$ cat src/rtl/hazard_scoreboard.sv
// Register/status-register hazard scoreboard: one countdown per architectural register
// plus one for the status register, stalling ID until pending writes are readable.
module hazard_scoreboard #(
  parameter int unsigned LAT   = 3,
  parameter int unsigned CNT_W = 16
) (
  input  logic             clk,
  input  logic             rst,
  input  logic             freeze,
  input  logic             flush,
  input  logic             id_valid,
  input  logic             id_wb,
  input  logic [3:0]       id_dest,
  input  logic [3:0]       id_src1,
  input  logic [3:0]       id_src2,
  input  logic             id_two_src,
  input  logic             id_s,
  input  logic             id_cond_used,
  output logic             hzrd,
  output logic [15:0]      busy_mask,
  output logic             sr_busy,
  output logic [CNT_W-1:0] stall_cnt
);

  localparam logic [1:0] LatVal = 2'(LAT);

  logic [15:0][1:0]  cnt_q, cnt_d;
  logic [1:0]        sr_cnt_q, sr_cnt_d;
  logic [CNT_W-1:0]  stall_cnt_q, stall_cnt_d;

  logic src1_busy, src2_busy, sr_pend;
  logic issue;

  // Source checks read the pre-update counters, so an instruction never waits on itself.
  always_comb begin
    src1_busy = (cnt_q[id_src1] != 2'd0);
    src2_busy = (cnt_q[id_src2] != 2'd0);
    sr_pend   = (sr_cnt_q != 2'd0);
    hzrd      = id_valid & (src1_busy | (id_two_src & src2_busy) | (id_cond_used & sr_pend));
    issue     = id_valid & ~hzrd & ~flush & ~freeze;
  end

  always_comb begin
    cnt_d = cnt_q;
    if (!freeze) begin
      for (int unsigned i = 0; i < 16; i++) begin
        if (cnt_q[i] != 2'd0) begin
          cnt_d[i] = cnt_q[i] - 2'd1;
        end
        if (issue && id_wb && (id_dest == 4'(i))) begin
          cnt_d[i] = LatVal;
        end
      end
    end
  end

  always_comb begin
    sr_cnt_d = sr_cnt_q;
    if (!freeze) begin
      if (sr_cnt_q != 2'd0) begin
        sr_cnt_d = sr_cnt_q - 2'd1;
      end
      if (issue && id_s) begin
        sr_cnt_d = LatVal;
      end
    end
  end

  always_comb begin
    stall_cnt_d = stall_cnt_q;
    if (hzrd && !freeze && !(&stall_cnt_q)) begin
      stall_cnt_d = stall_cnt_q + {{(CNT_W-1){1'b0}}, 1'b1};
    end
  end

  always_ff @(posedge clk or negedge rst) begin
    if (!rst) begin
      cnt_q       <= '0;
      sr_cnt_q    <= 2'd0;
      stall_cnt_q <= '0;
    end else begin
      cnt_q       <= cnt_d;
      sr_cnt_q    <= sr_cnt_d;
      stall_cnt_q <= stall_cnt_d;
    end
  end

  always_comb begin
    for (int unsigned i = 0; i < 16; i++) begin
      busy_mask[i] = (cnt_q[i] != 2'd0);
    end
  end

  assign sr_busy   = sr_pend;
  assign stall_cnt = stall_cnt_q;

endmodule

$ cat config.mk
export PLATFORM = sky130hd
export DESIGN_NAME = hazard_scoreboard
export DESIGN_NICKNAME = d
export VERILOG_FILES = /design/src/rtl/hazard_scoreboard.sv
export SDC_FILE = /design/constraint.sdc
export NUM_CORES = 1
export LEC_CHECK = 0
export CAP_MARGIN = 25
export CORE_MARGIN = 4
export CORE_UTILIZATION = 57
export CTS_CLUSTER_DIAMETER = 80
export CTS_CLUSTER_SIZE = 24
export DETAILED_ROUTE_END_ITERATION = 8
export PLACE_DENSITY = 0.86
export SLEW_MARGIN = 20
export SYNTH_ARGS = -nofsm -noshare
export SYNTH_HDL_FRONTEND = slang
export SYNTH_SLANG_ARGS = --single-unit
$ cat constraint.sdc
create_clock -name clk -period 5.44 [get_ports clk]
set_clock_uncertainty 0.15 [all_clocks]
set_input_delay 1.088 -clock clk [delete_from_list [all_inputs] [get_ports clk]]
set_output_delay 1.088 -clock clk [all_outputs]
set_load 0.1 [all_outputs]
==> impl_metrics.ini, run 1 <==
[synth]
yosys-top-cells-area = dfrtp_1 41%, xnor2_1 9.2%, o21ai_0 8.0%, ha_1 7.4%, inv_1 7.0%
async_reset_ff_share_pct = 100
synthCells = 364
syn_area_per_cell_sq_um = 8.41
synth_fp_nets = 403
seq_area_frac_synth_pct = 40.8
syn_area_sq_um = 3060
synth_cell_types = 38
yosys.area.top_type = dfrtp_1
netlist.area_leader.share_pct = 40.8
synth_flop_cell = dfrtp_1
ys_ff_latch = 50
synth_warnings = 0
synth_edf_count = 0

[place]
port_buffers = 54
dp_slack_ps = 908
hpwl_mm = 5.40
place_congestion = 0.847

[finish]
syn_to_final_growth_pct = 22.8
drive_above_1_share_pct = 3.86
layout_commonest_cell = inv_1
antenna_cells = 0
num-nets-final = 453
mostFrequentLayoutCells = 57 x inv_1, 52 x clkdlybuf4s50_1, 50 x dfrtp_1

[sta]
finalCritPeriodShare_pct = 86.4
tns_ps = 0
period_needed_ps = 4700
relSlewSlack_pct = 34.5
max_freq_mhz = 213
tightest_slew_ps = 979
slew_viol_final = 0
hold_violations = 0
setup_violations = 0
rsz0062_at_grt = false
holdWs_ps = 356
worst_slack_ps = 739

[worst_setup_path]
critPathKind = in -> out
r2r_end = cnt_q[0]
regToRegSetupSlack_ps = 2580
cpMaxStageDelayCell = clkdlybuf4s50_1
path_max_fanout = 22
crit_arrival_ps = 3460
endpoint_kind = output port
cp-startpoint = id_src1[2]
reg2reg_depth = 8
required_ps = 4200
critPathLaunchType = input port
cp-endpoint = hzrd
slowest_delay_ps = 770
worstReg2RegStart = cnt_q[16]
cp_cell_sequence = clkdlybuf4s50_1 > nor3_1 > a311oi_1 > a211oi_1 > o21ai_0 > a22o_1 > buf_4 > and2_1 > buf_12

[power_and_ir_drop]
p_clk_share_pct = 11.3
switching_power_mw = 1.23
ir_worst_vdd_mv = 0.453
combPwrFrac_pct = 59.4
p_int_mw = 1.08
seqPwrFrac_pct = 29.3
p_leak_nw = 1.66
swShare_pct = 53.3
power_density_nw_per_um2 = 614
power.total_mw = 2.31

[die]
initial_core_util_pct = 59.2
die_w_um = 81.3
dieHeight_um = 81.3
fp-row-count = 26
die-area_sq_um = 6610
core_area_sq_um = 5170
io_pins = 55

[global_routing]
grt_max_degree = 34
track_usage_pct = 24.4
grt_pass1_wl_mm = 12.5
grt-ovfl-total = 0
antenna_found_initial = 0
grt_pass1_vias = 2766

[detailed_routing]
wl_mm = 7.29
ant_nets = 0
viasPerCell = 5.65
firstDrtPassIters = 5
vias = 2738
post_drt_wl_per_cell_um = 15.0
drt-initial-drc-count = 243
drc_errors = 0

[run]
cap_viol_max_count = 0

[clock_network]
cts.reportedPaths.clkPinSlew_ps = 90
cts_tree = done
insertion_delay_ps = 310
cts_max_level = 2
cts_buffers = 5
cts_root_buffer = clkbuf_8
cts.path.max_buffers = 2
ctsResizeCount = 0
cts_hold_buffers = 0
cts_sinks = 50
cts_setup_buffers = 0

[outcome]
outcome = completed

[min_path]
hp-class = reg -> reg
==> worst max-delay path, delay by kind of cell <==
| kind | cells | cell delay [ps] |
|---|---|---|
| AND/OR/NAND/NOR | 2 | 300 |
| buffers and inverters | 3 | 1190 |
| AO/OA/AOI/OAI | 4 | 860 |
==> layout make-up <==
class	count	area (sq um)
sequential	50	1250
timing repair buffer	57	581
multi-input combinational	243	1520
clock buffer	5	68.8
fill	404	1410
tap	70	87.6
clock inverter	3	40.0
inverter	57	214
==> registers in the layout, summed over array words and instances (netlist names) <==
name,flops
cnt_q,32
stall_cnt,16
sr_cnt_q,2
==> worst min path at each step <==
stage / start / end / slack (ps) / cells after the start
2_1_floorplan: sr_cnt_q[1] / sr_cnt_q[1] / 330 / 2
3_3_place_gp: stall_cnt[9] / stall_cnt[9] / 330 / 1
3_5_place_dp: stall_cnt[5] / stall_cnt[5] / 340 / 1
4_1_cts: stall_cnt[5] / stall_cnt[5] / 350 / 1
5_1_grt: stall_cnt[5] / stall_cnt[5] / 360 / 1
6_report: stall_cnt[9] / stall_cnt[9] / 360 / 1
==> cell families after synthesis <==
logic type / after synthesis / synth area share (%)
AO/OA/AOI/OAI: 77 / 14.2
XOR/XNOR: 32 / 9.15
adder cells (fa/ha/maj): 18 / 7.35
buffers and inverters: 71 / 9.52
flip-flops: 50 / 40.8
multiplexers: 1 / 0.368
AND/OR/NAND/NOR: 115 / 18.6
==> synthesized netlist by cell type (2+ instances only) <==
master / instances
nand3_1: 12
a21oi_1: 4
o21ai_0: 49
a311oi_1: 4
a2111oi_0: 2
nor3_1: 17
a31oi_1: 3
nand2b_1: 4
a211oi_1: 2
inv_1: 57
clkbuf_1: 8
o21ai_1: 8
nor3b_1: 3
dfrtp_1: 50
nand4_1: 6
and2_1: 3
buf_2: 2
nor2_1: 28
xnor2_1: 32
and3_1: 8
ha_1: 18
nand2_1: 24
buf_6: 3
or4_1: 3
==> stage by stage <==
stage	cells	util, %	area (sq um)
2_1_floorplan	364	-	3060
3_3_place_gp	476	70.2	3630
3_5_place_dp	477	70.6	3650
4_1_cts	485	72.7	3760
5_1_grt	485	72.7	3760
6_report	485	72.7	3760
==> power groups by stage <==
stage | Clock, mW | Sequential (mW) | Combinational [mW]
2_1_floorplan | 0 | 0.787 | 0.927
3_3_place_gp | 0 | 0.673 | 1.31
3_5_place_dp | 0 | 0.680 | 1.37
4_1_cts | 0.264 | 0.674 | 1.38
5_1_grt | 0.280 | 0.703 | 1.50
6_report | 0.260 | 0.677 | 1.37
==> layer usage <==
layer	track usage (%)	wire length, um
met2	41.3	3650
met1	30.7	3040
met5	0	0
met4	9.29	200
met3	4.88	392
No activity file was read; power rests on OpenSTA's default activity.
==> run 2: changes to the inputs <==
- CORE_UTILIZATION: 57 -> 68
- DONT_BUFFER_PORTS: default -> 1
- PLACE_DENSITY: 0.86 -> 0.84
- SLEW_MARGIN: 20 -> default
==> run 2 against run 1 <==
Against the previous run: combinational power shrank 25%; count of clock-buffer cells in the layout grew 1; setup slack improved by 630 ps; global-route usage grew 0.85 points; cell count down 16%; non-clock buffer count decreased by 56; clock power shrank 18%; routed wire length shrank 11%; hold slack got worse by 34 ps; maximum frequency is 15% higher.
==> impl_metrics.ini, run 2 (synthesized netlist as in run 1, its figures left out) <==
[outcome]
outcome = completed

[sta]
finalCritPeriodShare_pct = 74.8
max_freq_mhz = 246
setup_violations = 0
tns_ps = 0
relSlewSlack_pct = 31.1
hold_violations = 0
slew_viol_final = 0
rsz0062_at_grt = false
tightest_slew_ps = 1030
period_needed_ps = 4070

[worst_setup_path]
critPathKind = in -> out
required_ps = 4200
critPathLaunchType = input port
path_max_fanout = 22
endpoint_kind = output port
crit_arrival_ps = 2830

[global_routing]
track_usage_pct = 25.3
grt_pass1_wl_mm = 10.8
grt-ovfl-total = 0
grt_pass1_vias = 2446
grt_max_degree = 51
antenna_found_initial = 0

[place]
port_buffers = 0
hpwl_mm = 4.94
place_congestion = 0.952

[min_path]
hp-class = in -> async

[finish]
max_flop_register = cnt_q
antenna_cells = 0
mostFrequentLayoutCells = 57 x inv_1, 50 x dfrtp_1, 49 x o21ai_0
drive_above_1_share_pct = 2.80
largest_reg_flops = 32
fillers = 365
num-nets-final = 397
final_util_pct = 72.1
regArea_sq_um = 1250
layout_commonest_cell = inv_1
multi_input_area_sq_um = 1520
syn_to_final_growth_pct = 2.53

[clock_network]
cts_buffers = 5
cts_hold_buffers = 0
cts_setup_buffers = 0
cts_max_level = 2
cts_tree = done
cts.reportedPaths.clkPinSlew_ps = 80
insertion_delay_ps = 300
cts.path.max_buffers = 2
cts_sinks = 50
ctsResizeCount = 0
cts_root_buffer = clkbuf_8

[die]
initial_core_util_pct = 70.3
io_pins = 55
fp-row-count = 24
core_area_sq_um = 4350
dieHeight_um = 75.1
die-area_sq_um = 5640
die_w_um = 75.1

[power_and_ir_drop]
p_leak_nw = 1.41
power_density_nw_per_um2 = 659
ir_worst_vdd_mv = 0.467

[detailed_routing]
drc_errors = 0
wl_mm = 6.50
post_drt_wl_per_cell_um = 15.9
vias = 2497
drt-initial-drc-count = 129
ant_nets = 0
viasPerCell = 6.11
firstDrtPassIters = 4

[run]
cap_viol_max_count = 0
[run 2: cell types whose count changed in the layout (fill, tap and decap cells not counted), sizes merged]
cell / previous run / this run
buf: 5 / 1
clkdlybuf4s50: 52 / 0
bufinv: 1 / 0
clkbuf: 5 / 6
clkinv: 2 / 0
[run 2: critical path, cell delays in order]
cell and delay [ps]:
nor3_1 30, a2111oi_0 400, nor4_1 110, nand3b_1 110
a22o_1 590, and2_1 220, buf_4 280
[run 2: layer usage]
metal | global-route usage, % | wire length, um | vias to the layer above
li1 | - | - | 1202
met1 | 32.8 | 2690 | 1196
met2 | 41.8 | 3230 | 91
met3 | 6.41 | 504 | 8
met4 | 7.71 | 77 | 0
met5 | 0 | 0 | -
[run 2: cell type report]
| class | instances | area share (%) |
|---|---|---|
| Clock buffer | 6 | 2.63 |
| Multi-Input combinational cell | 243 | 48.4 |
| Sequential cell | 50 | 39.8 |
| Tap cell | 52 | 2.07 |
| Inverter | 57 | 6.81 |
| Timing Repair Buffer | 1 | 0.239 |
[run 2: final timing paths]
check,to,cells past startpoint,startpoint,slack (ps)
max,hzrd,7,id_src1[2],1370
min,cnt_q[17],0,rst,320
max reg2reg,stall_cnt[1],7,stall_cnt[6],2470
min reg2reg,sr_cnt_q[1],2,sr_cnt_q[1],400
max in group asynchronous,stall_cnt[9],0,rst,4720
min in group clk,sr_cnt_q[1],2,sr_cnt_q[1],400
[run 2: through the flow]
stage / cells / setup slack (ps) / hold slack, ps / cell area, sq um / power (mW)
2_1_floorplan: 364 / 1090 / 332 / 3060 / 1.71
3_3_place_gp: 403 / 1440 / 364 / 3060 / 1.82
4_1_cts: 409 / 1350 / 314 / 3140 / 2.08
6_report: 409 / 1370 / 323 / 3140 / 2.07
5_1_grt: 409 / 1140 / 300 / 3140 / 2.23
3_5_place_dp: 403 / 1360 / 381 / 3060 / 1.86
[run 2: power breakdown]
part	leakage, nW	internal [mW]	switching [mW]
Sequential	0.600	0.521	0.305
Combinational	0.771	0.274	0.755
Clock	0.0431	0.0983	0.115
Total	1.41	0.894	1.18
